### config.mk
export PLATFORM = sky130hd
export DESIGN_NAME = divider
export DESIGN_NICKNAME = d
export VERILOG_FILES = /design/src/rtl/div_pkg.sv /design/src/rtl/ripple_adder.sv /design/src/rtl/divider.sv
export SDC_FILE = /design/constraint.sdc
export NUM_CORES = 1
export LEC_CHECK = 0
export ABC_AREA = 1
export CORE_MARGIN = 2
export CORE_UTILIZATION = 46
export DETAILED_ROUTE_END_ITERATION = 7
export PLACE_DENSITY = 0.67
export SYNTH_ARGS = -nofsm -noshare
export SYNTH_HDL_FRONTEND = slang
export SYNTH_SLANG_ARGS = --single-unit
### constraint.sdc
create_clock -name clk -period 5.7 [get_ports clk]
set_input_delay 1.14 -clock clk [delete_from_list [all_inputs] [get_ports clk]]
set_output_delay 1.14 -clock clk [all_outputs]
set_load 0.02 [all_outputs]
### src/rtl/div_pkg.sv
// Shared types and constants for the sequential signed divider.
// Also holds the two's-complement magnitude helper used when latching operands.
package div_pkg;

  localparam int DIV_WIDTH = 8;
  localparam int DIV_ITERS = 8;
  localparam logic [7:0] DIV0_QUOT = 8'hFF;

  typedef enum logic [1:0] {
    IDLE = 2'd0,
    ITER = 2'd1,
    FIX  = 2'd2,
    DONE = 2'd3
  } state_t;

  // Unsigned magnitude of a signed byte; -128 maps to 8'h80.
  function automatic logic [7:0] mag(input logic [7:0] x);
    mag = x[7] ? (~x + 8'd1) : x;
  endfunction

endpackage

### src/rtl/ripple_adder.sv
// 8-bit ripple-carry adder shared by the multiplier and divider datapaths.
// Purely combinational; s = a + b + cin with carry out.
module ripple_adder (
  input  logic [7:0] a,
  input  logic [7:0] b,
  input  logic       cin,
  output logic [7:0] s,
  output logic       cout
);

  logic [8:0] c;

  assign c[0] = cin;

  for (genvar i = 0; i < 8; i++) begin : g_fa
    assign s[i]   = a[i] ^ b[i] ^ c[i];
    assign c[i+1] = (a[i] & b[i]) | (c[i] & (a[i] ^ b[i]));
  end

  assign cout = c[8];

endmodule

### src/rtl/divider.sv
// Signed 8-bit restoring divider, one quotient bit per clock; done 10 edges after accept (2 for /0).
// start is ignored while busy or in DONE; no queueing, so the requester must retry.
module divider
  import div_pkg::*;
#(
  parameter int WIDTH = DIV_WIDTH
) (
  input  logic             clk,
  input  logic             reset,
  input  logic             start,
  input  logic [WIDTH-1:0] dividend,
  input  logic [WIDTH-1:0] divisor,
  output logic             busy,
  output logic             done,
  output logic [WIDTH-1:0] quotient,
  output logic [WIDTH-1:0] remainder,
  output logic             div_by_zero,
  output logic             overflow
);

  state_t           state;
  logic [3:0]       cnt;
  logic [WIDTH-1:0] q_reg;
  logic [WIDTH-1:0] r_reg;
  logic [WIDTH-1:0] d_reg;
  logic             sign_q;
  logic             sign_r;
  logic             ovf_case;

  logic [WIDTH-1:0] trial;
  logic [WIDTH-1:0] diff;
  logic             no_borrow;

  localparam logic [WIDTH-1:0] MOST_NEG = {1'b1, {(WIDTH-1){1'b0}}};

  // Shift the next dividend bit into the partial remainder, then trial-subtract D.
  assign trial = {r_reg[WIDTH-2:0], q_reg[WIDTH-1]};

  ripple_adder u_trial_sub (
    .a    (trial),
    .b    (~d_reg),
    .cin  (1'b1),
    .s    (diff),
    .cout (no_borrow)
  );

  always_ff @(posedge clk) begin
    if (!reset) begin
      state       <= IDLE;
      cnt         <= '0;
      q_reg       <= '0;
      r_reg       <= '0;
      d_reg       <= '0;
      sign_q      <= 1'b0;
      sign_r      <= 1'b0;
      ovf_case    <= 1'b0;
      busy        <= 1'b0;
      done        <= 1'b0;
      quotient    <= '0;
      remainder   <= '0;
      div_by_zero <= 1'b0;
      overflow    <= 1'b0;
    end else begin
      case (state)
        IDLE: begin
          if (start) begin
            sign_q      <= dividend[WIDTH-1] ^ divisor[WIDTH-1];
            sign_r      <= dividend[WIDTH-1];
            q_reg       <= mag(dividend);
            d_reg       <= mag(divisor);
            cnt         <= '0;
            overflow    <= 1'b0;
            ovf_case    <= (dividend == MOST_NEG) && (divisor == '1);
            div_by_zero <= (divisor == '0);
            if (divisor == '0) begin
              // Park the raw dividend in R so DONE can return it as the remainder.
              r_reg <= dividend;
              state <= DONE;
            end else begin
              r_reg <= '0;
              busy  <= 1'b1;
              state <= ITER;
            end
          end
        end

        ITER: begin
          q_reg <= {q_reg[WIDTH-2:0], no_borrow};
          r_reg <= no_borrow ? diff : trial;
          cnt   <= cnt + 4'd1;
          if (cnt == 4'(DIV_ITERS - 1)) begin
            state <= FIX;
          end
        end

        FIX: begin
          quotient  <= sign_q ? (~q_reg + 1'b1) : q_reg;
          remainder <= sign_r ? (~r_reg + 1'b1) : r_reg;
          overflow  <= ovf_case;
          done      <= 1'b1;
          busy      <= 1'b0;
          state     <= DONE;
        end

        DONE: begin
          // Entered with done low only on the divide-by-zero path.
          if (done) begin
            done  <= 1'b0;
            state <= IDLE;
          end else begin
            quotient  <= DIV0_QUOT;
            remainder <= r_reg;
            done      <= 1'b1;
          end
        end

        default: state <= IDLE;
      endcase
    end
  end

endmodule
==> impl_results.md, run 1 <==
- Number of global-route vias before repair: approximately 2800
- Cell-internal power: 0.961 mW
- Syn nets: between 400 and 500
- DIE AREA: about 7600 um2
- Setup ws final: 1.66 ns
- CP Max Fanout: 14
- CP arrival: 4.30 ns
- DP Area: around 3500 um2
- H-tree depth: 2
- Num CTS Buffers: 5
- CP Launch Type: flip-flop
- CP endpoint kind: flip-flop
- Fin. Hold Viols: 0
- Pin count of the biggest net entering global routing: between 40 and 50
- Chip Height: between 80 and 90 um
- Post-cts gate resize count: 0
- Core area: approximately 6700 um2
- Net Sw Power: roughly 0.87 mW
- Critical path class: reg2reg
- Post-synth top area cell: dfxtp_1
- Mux contribution to synthesized area: 0.316%
- Clk buf depth: 2
- IR drop worst, VDD: approximately 220 uV
- Port Buffers: 38
- Detailed placement HPWL: approximately 5800 um
- Synthesized flop and latch total: 53
- Largest family of logic cells by synthesized area: simple AND/OR/NAND/NOR gates
- Post-synthesis xor/xnor area fraction: 1.38%
- Ranking of synthesized cells by area: dfxtp_1 (34%), nand2_1 (9.6%), a21oi_1 (7.9%), o21ai_0 (7.9%), nand3_1 (7.0%)
- First-pass detailed-route iteration total: 4
- Layout cells sized above 1: about 4.7%
- First-pass GRT wire length: 13000 um
- Final Skew: approximately 0.012 ns
- Nets: about 530
- N_diodes: 0
- Initial antenna violation count: 0
- Sequential fraction of the synthesis area: approximately a third
- Setup Slack @ Placement: between 1.5 and 2 ns
- EDFF count, synth: 0
- Setup Viol. Count Final: 0
- Final min period: ~4.0 ns
- CTS tree: done
- Clk Latency, worst-skew pair: 0.32 ns
- WP data required: ~6 ns
- CTS Hold Bufs: 0
- Power Density: between 500 and 600 nW/um2
- Final wirelength: between 7000 and 8000 um
- Initial Util: 47.1%
- ANT nets after route: 0
- Aggregate global-route resource usage: between 20% and 30%
- Finished layout cell area: ~3600 um2
- Static Leakage: between 1.5 and 2 nW
- Die Width: a little under 90 um
- Tcrit/Tclk final: 70.9%
- Sw frac: a little under half
- Mean Syn Cell Area: 6.88 um2
- Worst slew pin tran: 0.963 ns
- RSZ-0062 raised after global routing: false
- MaxCap Viol Count: 0
- Layout area overhead: 14.9%
- Setup TNS: 0 ns
- Simple-Gate Fraction of Synth Area: between 20% and 30%
- WL/cell: ~14 um
- Async set-reset flop share out of synthesis: 0%
- Root Driver: clkbuf_8
- Logic pwr share: 54.9%
- Synth Instances: 460
- Netlist cell types: 34
- Final RePlAce weighted congestion: slightly above 0.9
- Yosys warnings: 0
- Post-CTS Setup Bufs: 0
- IO Count: 39
- Vias per cell: 5.39
- Synth Cell Area: approximately 3200 um2
- Final core occ: between 50 and 60%
- Max frequency: roughly 250 MHz
- Primary FF master, synth: dfxtp_1
- GRT Residual Overflow: 0
- Site Rows: 30
- Min-delay worst type: reg2reg
- Run status: finished clean
- Max Slew Vio Count: 0
- Synth top area share: between 30% and 40%
- Clock-pin slew on the worst setup and hold paths: 0.10 ns
- Rel. slew slack: 35.8%
- Overall Power: approximately 1.8 mW
- DRC viols: 0
- Synth Area in Compound Gates: 18.7%
- Sink Count: between 50 and 60
- Post-Synth Adder-Cell Area: 8.78%
- DRT iter0 DRCs: about 160
- Seq pwr share: 33.0%
- Clk pwr share: between 10 and 15%
- Routed via count: 3068
## cell usage in the layout (no fill, tap or decap), types with 2 or more instances in the layout
cell             synthesis  routed
fa_1                     7       7
and3_1                   2       2
nor3_1                   2       2
nand3b_1                 2       2
dfxtp_1                 53      53
inv_2                    3       3
nand3_1                 44      44
a21oi_1                 50      50
a211oi_1                 2       2
nand2_1                 81      81
o211ai_1                 4       4
inv_1                   57      57
xor2_1                   5       5
clkbuf_8                 0       5
nor2_1                  44      44
nor2_2                   3       3
clkdlybuf4s50_1          0      38
o21ai_0                 50      50
a31oi_1                  3       3
nand4_1                  7       7
or2_2                    2       2
ha_1                    11      11
## final timing paths
kind / start / endpoint / slack, ns / cells past startpoint
worst max-delay path: q_reg[7] / r_reg[5] / 1.66 / 16
worst min-delay path: cnt[1] / cnt[1] / 0.50 / 2
worst max register to register: q_reg[7] / r_reg[5] / 1.66 / 16
worst min register to register: cnt[1] / cnt[1] / 0.50 / 2
## stage by stage
step           hold WS, ns  std cells
6_report             0.495        569
5_1_grt              0.517        569
4_1_cts              0.496        569
3_5_place_dp         0.479        561
3_3_place_gp         0.468        561
2_1_floorplan        0.451        460
## area by class of cell
cell class                      instances  area, um2
Clock buffer                            5       68.8
Inverter                               61        231
Clock inverter                          3       21.3
Tap cell                               80        100
Timing Repair Buffer                   39        388
Multi-Input combinational cell        328       1760
Fill cell                             661       3090
Sequential cell                        53       1060
## metal layers
layer,up-vias,wire (um),GRT usage [%]
met5,-,0,0
met4,0,173,8.52
met3,15,383,3.22
met2,86,3590,35.0
met1,1397,3670,29.3
li1,1570,-,-
## cell usage after synthesis (4+ instances only)
master and number:
o21ai_0 50, clkbuf_1 8, buf_6 4, nand2_1 81, xor2_1 5, a21oi_1 50
dfxtp_1 53, o211ai_1 4, inv_1 57, buf_2 5, ha_1 11, nand4_1 7
nand3_1 44, fa_1 7, nor2_1 44
## logic make-up after synthesis
logic type / count (synthesis)
adders and majority gates: 18
AOI/OAI and AO/OA: 113
DFF: 53
muxes: 1
buffers and inverters: 79
xor gates and xnor gates: 5
and+or+nand+nor: 191
## power by group through the flow
stage                     clock network [mW]  logic [mW]  registers (mW)
after floorplan                            0       0.705           0.644
after global placement                     0       0.985           0.607
after detailed placement                   0       0.997           0.609
after CTS                              0.226        1.01           0.601
after global routing                   0.235        1.14           0.620
final                                  0.222        1.00           0.602
## critical path, cell delays in order (launching register included)
cell	delay, ns
dfxtp_1	0.39
inv_1	0.07
ha_1	0.22
fa_1	0.39
fa_1	0.39
fa_1	0.39
fa_1	0.36
inv_1	0.07
fa_1	0.15
inv_1	0.05
fa_1	0.37
fa_1	0.57
inv_1	0.18
nand2_1	0.06
o21ai_0	0.07
a21oi_1	0.08
a21oi_1	0.16
No activity file was read; power rests on OpenSTA's default activity.
==> inputs of run 2 (changes only) <==
--- a/config.mk
+++ b/config.mk
@@ -9,7 +9,7 @@
 export CORE_MARGIN = 2
 export CORE_UTILIZATION = 46
 export DETAILED_ROUTE_END_ITERATION = 7
-export PLACE_DENSITY = 0.67
+export PLACE_DENSITY = 0.7
 export SYNTH_ARGS = -nofsm -noshare
 export SYNTH_HDL_FRONTEND = slang
 export SYNTH_SLANG_ARGS = --single-unit
==> constraint.sdc (replaced) <==
create_clock -name clk -period 3.6 [get_ports clk]
set_input_delay 0.72 -clock clk [delete_from_list [all_inputs] [get_ports clk]]
set_output_delay 0.72 -clock clk [all_outputs]
set_load 0.02 [all_outputs]
==> impl_results.md, run 2 (synthesis gave the netlist of run 1 again) <==
- Setup Slack @ Placement: -0.106 ns (was 1.72 ns)
- Commonest non-fill, non-tap cell in the layout: nand2_1 (unchanged)
- Min-delay worst type: reg2reg (unchanged)
- Num CTS Buffers: 5 (unchanged)
- Aggregate global-route resource usage: 22.5% (was 21.7%)
- Rel. slew slack: 40.4% (was 35.8%)
- CP Launch Type: flip-flop (unchanged)
- DRT iter0 DRCs: 219 (was 159)
- Chip Height: 86.9 um (unchanged)
- Worst slew pin tran: 0.895 ns (was 0.963 ns)
- Detailed placement HPWL: 5770 um (was 5780 um)
- Vias per cell: 5.40 (was 5.39)
- Hold Crit Start: overflow (was cnt[1])
- WL/cell: 13.6 um (was 13.7 um)
- Initial Util: 47.1% (unchanged)
- Fill cells: 613 (was 661)
- ANT nets after route: 0 (unchanged)
- Tcrit/Tclk final: 98.6% (was 70.9%)
- Fin Hold WS: 0.486 ns (was 0.495 ns)
- CTS tree: done (unchanged)
- Fin. Hold Viols: 0 (unchanged)
- DP Area: 3580 um2 (was 3540 um2)
- DRC viols: 0 (unchanged)
- Setup Viol. Count Final: 0 (unchanged)
- Power Density: 846 nW/um2 (was 503 nW/um2)
- Max Slew Vio Count: 0 (unchanged)
- Final wirelength: 7860 um (was 7820 um)
- Run status: finished clean (unchanged)
- Root Driver: clkbuf_8 (unchanged)
- Clk Latency, worst-skew pair: 0.32 ns (about the same)
- IO Count: 39 (unchanged)
- Most frequent cells in the layout: nand2_1 (78), inv_1 (53), dfxtp_1 (52) (was nand2_1 (81), inv_1 (57), dfxtp_1 (53))
- DIE AREA: 7560 um2 (unchanged)
- Site Rows: 30 (unchanged)
- Pin count of the biggest net entering global routing: 41 (unchanged)
- GRT Residual Overflow: 0 (unchanged)
- Max frequency: 282 MHz (was 247 MHz)
- Critical path class: reg2reg (unchanged)
- WP data required: 3.86 ns (was 5.96 ns)
- CP Launch Point: q_reg[7] (unchanged)
- Buf+Inv Stages, Crit Path: 5 (was 4)
- N_diodes: 0 (unchanged)
- CP endpoint kind: flip-flop (unchanged)
- Max incr delay on CP: 0.37 ns (was 0.57 ns)
- Number of global-route vias before repair: 2990 (was 2798)
- Final RePlAce weighted congestion: 0.933 (was 0.913)
- CP Max Fanout: 7 (was 14)
- MaxCap Viol Count: 0 (unchanged)
- Final min period: 3.55 ns (was 4.04 ns)
- Clk buf depth: 2 (unchanged)
- CP cell instances: inv_2 > ha_4 > fa_2 > fa_2 > fa_2 > fa_2 > inv_2 > fa_2 > inv_2 > fa_2 > fa_2 > buf_6 > inv_2 > nand2_1 > o21ai_0 > a21oi_1 > a21oi_1 (was inv_1 > ha_1 > fa_1 > fa_1 > fa_1 > fa_1 > inv_1 > fa_1 > inv_1 > fa_1 > fa_1 > inv_1 > nand2_1 > o21ai_0 > a21oi_1 > a21oi_1)
- Final non-filler cell total: 576 (was 569)
- Final Skew: 0.0126 ns (was 0.0119 ns)
- Static Leakage: 1.63 nW (was 1.58 nW)
- Layout cells sized above 1: 9.88% (was 4.70%)
- First-pass GRT wire length: 13600 um (was 13000 um)
- First-pass detailed-route iteration total: 5 (was 4)
- Die Width: 86.9 um (unchanged)
- Highest-delay cell along the critical path: fa_2 (was fa_1)
- Sink Count: 53 (unchanged)
- Port Buffers: 38 (unchanged)
- Setup ws final: 0.0493 ns (was 1.66 ns)
- CTS Hold Bufs: 0 (unchanged)
- Clock-pin slew on the worst setup and hold paths: 0.10 ns (about the same)
- Core area: 6720 um2 (unchanged)
- IR drop worst, VDD: 382 uV (was 225 uV)
- Initial antenna violation count: 0 (unchanged)
- Routed via count: 3110 (was 3068)
- Finished layout cell area: 3790 um2 (was 3630 um2)
- R2r startpoint: q_reg[7] (unchanged)
- Setup TNS: 0 ns (unchanged)
- Delay-heaviest family, CP: adder cells (unchanged)
- Nets: 532 (was 525)
- H-tree depth: 2 (unchanged)
- Top cell by count, worst path: fa_2 (was fa_1)
- RSZ-0062 raised after global routing: true (was false)
- Layout area overhead: 19.7% (was 14.9%)
- Placed cells: 565 (was 561)
- CP arrival: 3.81 ns (was 4.30 ns)
[run 2: cell types whose count changed in the layout (fill, tap and decap cells not counted), sizes merged]
cell / before / now
inv: 62 / 61
buf: 1 / 8
clkbuf: 5 / 6
clkinv: 1 / 0
bufinv: 0 / 1
[run 2: what timing repair did]
item,CTS,global route
setup buffers,2,1
gates resized for setup,8,20
setup endpoints to repair,9,9
pin swaps,8,7
[run 2: area by class of cell]
class | count | area, um2 | area share, %
Inverter | 61 | 231 | 6.11
Multi-Input combinational cell | 328 | 1820 | 48.2
Clock buffer | 6 | 82.6 | 2.18
Sequential cell | 53 | 1060 | 28.1
Timing Repair Buffer | 46 | 448 | 11.8
Clock inverter | 2 | 37.5 | 0.991
Tap cell | 80 | 100 | 2.64
[run 2: worst paths after layout]
kind | slack [ns] | to | depth (start not counted)
worst max-delay path | 0.05 | r_reg[5] | 17
worst min register to register | 0.49 | overflow | 2
worst min-delay path | 0.49 | overflow | 2
worst max register to register | 0.05 | r_reg[5] | 17
[run 2: per-layer routing]
metal  vias up  global-route usage, %  share of wire (%)
met2        92                   37.8                 47
met1      1424                   29.1                 46
met5         -                      0                  0
met4         0                   7.81                2.1
li1       1579                      -                  -
met3        15                   3.89                4.5
[run 2: metrics by stage]
| step | total power, mW | utilization (%) |
|---|---|---|
| detailed placement | 2.60 | 53.3 |
| CTS | 3.07 | 55.5 |
| floorplan | 2.17 | - |
| global route | 3.51 | 56.4 |
| global placement | 2.54 | 53.3 |
| finish | 3.20 | 56.4 |
[run 2: worst register-to-register path, cell delays in order (launching register included)]
cell and delay [ns]:
dfxtp_2 0.34, inv_2 0.05, ha_4 0.15, fa_2 0.33
fa_2 0.35, fa_2 0.35, fa_2 0.34, inv_2 0.06
fa_2 0.19, inv_2 0.04, fa_2 0.34, fa_2 0.37
buf_6 0.15, inv_2 0.07, nand2_1 0.06, o21ai_0 0.07
a21oi_1 0.08, a21oi_1 0.15
[run 2: report_power, final]
part | total [mW] | internal, mW | leakage [nW] | switching [mW]
combinational | 1.82 | 0.728 | 1.14 | 1.09
clock | 0.430 | 0.226 | 0.0574 | 0.203
sequential | 0.952 | 0.788 | 0.436 | 0.163
==> inputs of run 3 (changes only) <==
--- a/config.mk
+++ b/config.mk
@@ -8,8 +8,9 @@
 export ABC_AREA = 1
 export CORE_MARGIN = 2
 export CORE_UTILIZATION = 46
+export CTS_BUF_LIST = sky130_fd_sc_hd__clkbuf_4 sky130_fd_sc_hd__clkbuf_8
 export DETAILED_ROUTE_END_ITERATION = 7
-export PLACE_DENSITY = 0.7
+export PLACE_DENSITY_LB_ADDON = 0.3
 export SYNTH_ARGS = -nofsm -noshare
 export SYNTH_HDL_FRONTEND = slang
 export SYNTH_SLANG_ARGS = --single-unit
==> impl_results.md, run 3 (synthesis gave the netlist of run 1 again) <==
- Setup Viol. Count Final: 0 (unchanged)
- Number of global-route vias before repair: 2833 (was 2990)
- CTS Hold Bufs: 0 (unchanged)
- Tcrit/Tclk final: 98.4% (was 98.6%)
- Port Buffers: 38 (unchanged)
- R2R cell count: 17 (unchanged)
- WP data required: 3.84 ns (was 3.86 ns)
- R2r startpoint: q_reg[7] (unchanged)
- RR Endpoint: r_reg[5] (unchanged)
- CTS tree: done (unchanged)
- WL/cell: 13.6 um (about the same)
- Pin count of the biggest net entering global routing: 29 (was 41)
- R2R Setup Slk: 0.06 ns (was 0.05 ns)
- Detailed placement HPWL: 5850 um (was 5770 um)
- GRT Residual Overflow: 0 (unchanged)
- Vias per cell: 5.38 (was 5.40)
- Commonest non-fill, non-tap cell in the layout: nand2_1 (unchanged)
- Layout area overhead: 19.8% (was 19.7%)
- CP Max Fanout: 7 (unchanged)
- Buf+Inv Stages, Crit Path: 5 (unchanged)
- Root Driver: clkbuf_8 (unchanged)
- Hold path cells: 2 (unchanged)
- Highest-delay cell along the critical path: fa_2 (unchanged)
- Clk Latency, worst-skew pair: 0.31 ns (was 0.32 ns)
- DIE AREA: 7560 um2 (unchanged)
- Final Skew: 0.00966 ns (was 0.0126 ns)
- Max incr delay on CP: 0.37 ns (about the same)
- IR drop worst, VDD: 313 uV (was 382 uV)
- ANT nets after route: 0 (unchanged)
- Layout cells sized above 1: 10.5% (was 9.88%)
- CP endpoint kind: flip-flop (unchanged)
- H-tree depth: 2 (unchanged)
- Sink Count: 53 (unchanged)
- Final wirelength: 7860 um (about the same)
- Initial antenna violation count: 0 (unchanged)
- Final RePlAce weighted congestion: 0.935 (was 0.933)
- Num CTS Buffers: 5 (unchanged)
- Chip Height: 86.9 um (unchanged)
- DRC viols: 0 (unchanged)
- Static Leakage: 1.63 nW (about the same)
- Run status: finished clean (unchanged)
- Aggregate global-route resource usage: 22.0% (was 22.5%)
- Final core occ: 56.4% (about the same)
- Routed via count: 3100 (was 3110)
- RSZ-0062 raised after global routing: true (unchanged)
- Nets: 532 (unchanged)
- CP arrival: 3.78 ns (was 3.81 ns)
- Die Width: 86.9 um (unchanged)
- First-pass detailed-route iteration total: 6 (was 5)
- Overall Power: 3.22 mW (was 3.20 mW)
- Clock-pin slew on the worst setup and hold paths: 0.09 ns (was 0.10 ns)
- Hold Crit Start: overflow (unchanged)
- Site Rows: 30 (unchanged)
- CP Launch Type: flip-flop (unchanged)
- Worst slew pin tran: 0.863 ns (was 0.895 ns)
- Fin. Hold Viols: 0 (unchanged)
- Final min period: 3.54 ns (was 3.55 ns)
- Max frequency: 282 MHz (about the same)
- DRT iter0 DRCs: 197 (was 219)
- N_diodes: 0 (unchanged)
- Clk buf depth: 2 (unchanged)
- Rel. slew slack: 42.5% (was 40.4%)
- Initial Util: 47.1% (unchanged)
- Delay-heaviest family, CP: adder cells (unchanged)
- Hold Path End: overflow (unchanged)
- Max Slew Vio Count: 0 (unchanged)
- CP cell instances: inv_2 > ha_4 > fa_2 > fa_2 > fa_2 > fa_2 > inv_2 > fa_2 > inv_2 > fa_2 > fa_2 > buf_6 > inv_2 > nand2_1 > o21ai_0 > a21oi_1 > a21oi_1 (unchanged)
- Power Density: 850 nW/um2 (was 846 nW/um2)
- Critical path class: reg2reg (unchanged)
- Most frequent cells in the layout: nand2_1 (77), inv_1 (53), dfxtp_1 (51) (was nand2_1 (78), inv_1 (53), dfxtp_1 (52))
- Setup Slack @ Placement: -0.115 ns (was -0.106 ns)
- Min-delay worst type: reg2reg (unchanged)
- Setup ws final: 0.0574 ns (was 0.0493 ns)
- Fill cells: 640 (was 613)
- First-pass GRT wire length: 13200 um (was 13600 um)
- Core area: 6720 um2 (unchanged)
- Top cell by count, worst path: fa_2 (unchanged)
- MaxCap Viol Count: 0 (unchanged)
- IO Count: 39 (unchanged)
-- run 3: changes by cell type in the layout (fill, tap and decap cells not counted), sizes merged --
cell,previous run,this run
clkbuf,6,7
clkinvlp,1,0
-- run 3: through the flow --
step / setup TNS, ns / std cells / instance area, um2 / hold slack [ns]
CTS: 0 / 575 / 3720 / 0.492
detailed placement: -0.470 / 565 / 3580 / 0.473
finish: 0 / 576 / 3790 / 0.487
global route: -0.287 / 576 / 3790 / 0.537
floorplan: 0 / 460 / 3180 / 0.451
global placement: -0.0233 / 565 / 3580 / 0.466
-- run 3: per-layer routing --
metal	track usage [%]	share of wire [%]
met2	35.0	45
met4	7.95	2.3
met1	30.1	47
met5	0	0
met3	3.79	4.8
-- run 3: power breakdown --
group	leakage, nW	switching [mW]	internal (mW)
sequential	0.437	0.166	0.789
combinational	1.14	1.10	0.730
clock	0.0619	0.203	0.235
-- run 3: how the worst max path moves through the flow --
stage / startpoint / endpoint / slack (ns) / depth (start not counted)
2_1_floorplan: q_reg[7] / r_reg[2] / 0.02 / 16
3_3_place_gp: q_reg[7] / r_reg[5] / -0.02 / 16
3_5_place_dp: q_reg[7] / r_reg[5] / -0.12 / 16
4_1_cts: q_reg[7] / r_reg[1] / 0.004 / 15
5_1_grt: q_reg[7] / r_reg[5] / -0.09 / 17
6_report: q_reg[7] / r_reg[5] / 0.06 / 17
-- run 3: worst register-to-register path, cell delays in order, from the launching register on --
cell and delay [ns]:
dfxtp_2 0.34, inv_2 0.05, ha_4 0.15, fa_2 0.34, fa_2 0.34, fa_2 0.34, fa_2 0.34, inv_2 0.06
fa_2 0.18, inv_2 0.04, fa_2 0.34, fa_2 0.37, buf_6 0.15, inv_2 0.08, nand2_1 0.05, o21ai_0 0.07
a21oi_1 0.08, a21oi_1 0.16
-- run 3: repair_timing --
item	in CTS	in global routing
resized for setup	7	26
pin swaps	2	8
setup endpoints to repair	9	9
buffers inserted	2	1
-- run 3: area by class of cell --
type | instances | area (um2) | area share (%)
Timing Repair Buffer | 46 | 448 | 11.8
Clock buffer | 7 | 90.1 | 2.38
Sequential cell | 53 | 1060 | 28.1
Clock inverter | 1 | 30.0 | 0.793
Multi-Input combinational cell | 328 | 1830 | 48.2
Inverter | 61 | 231 | 6.11
Tap cell | 80 | 100 | 2.64
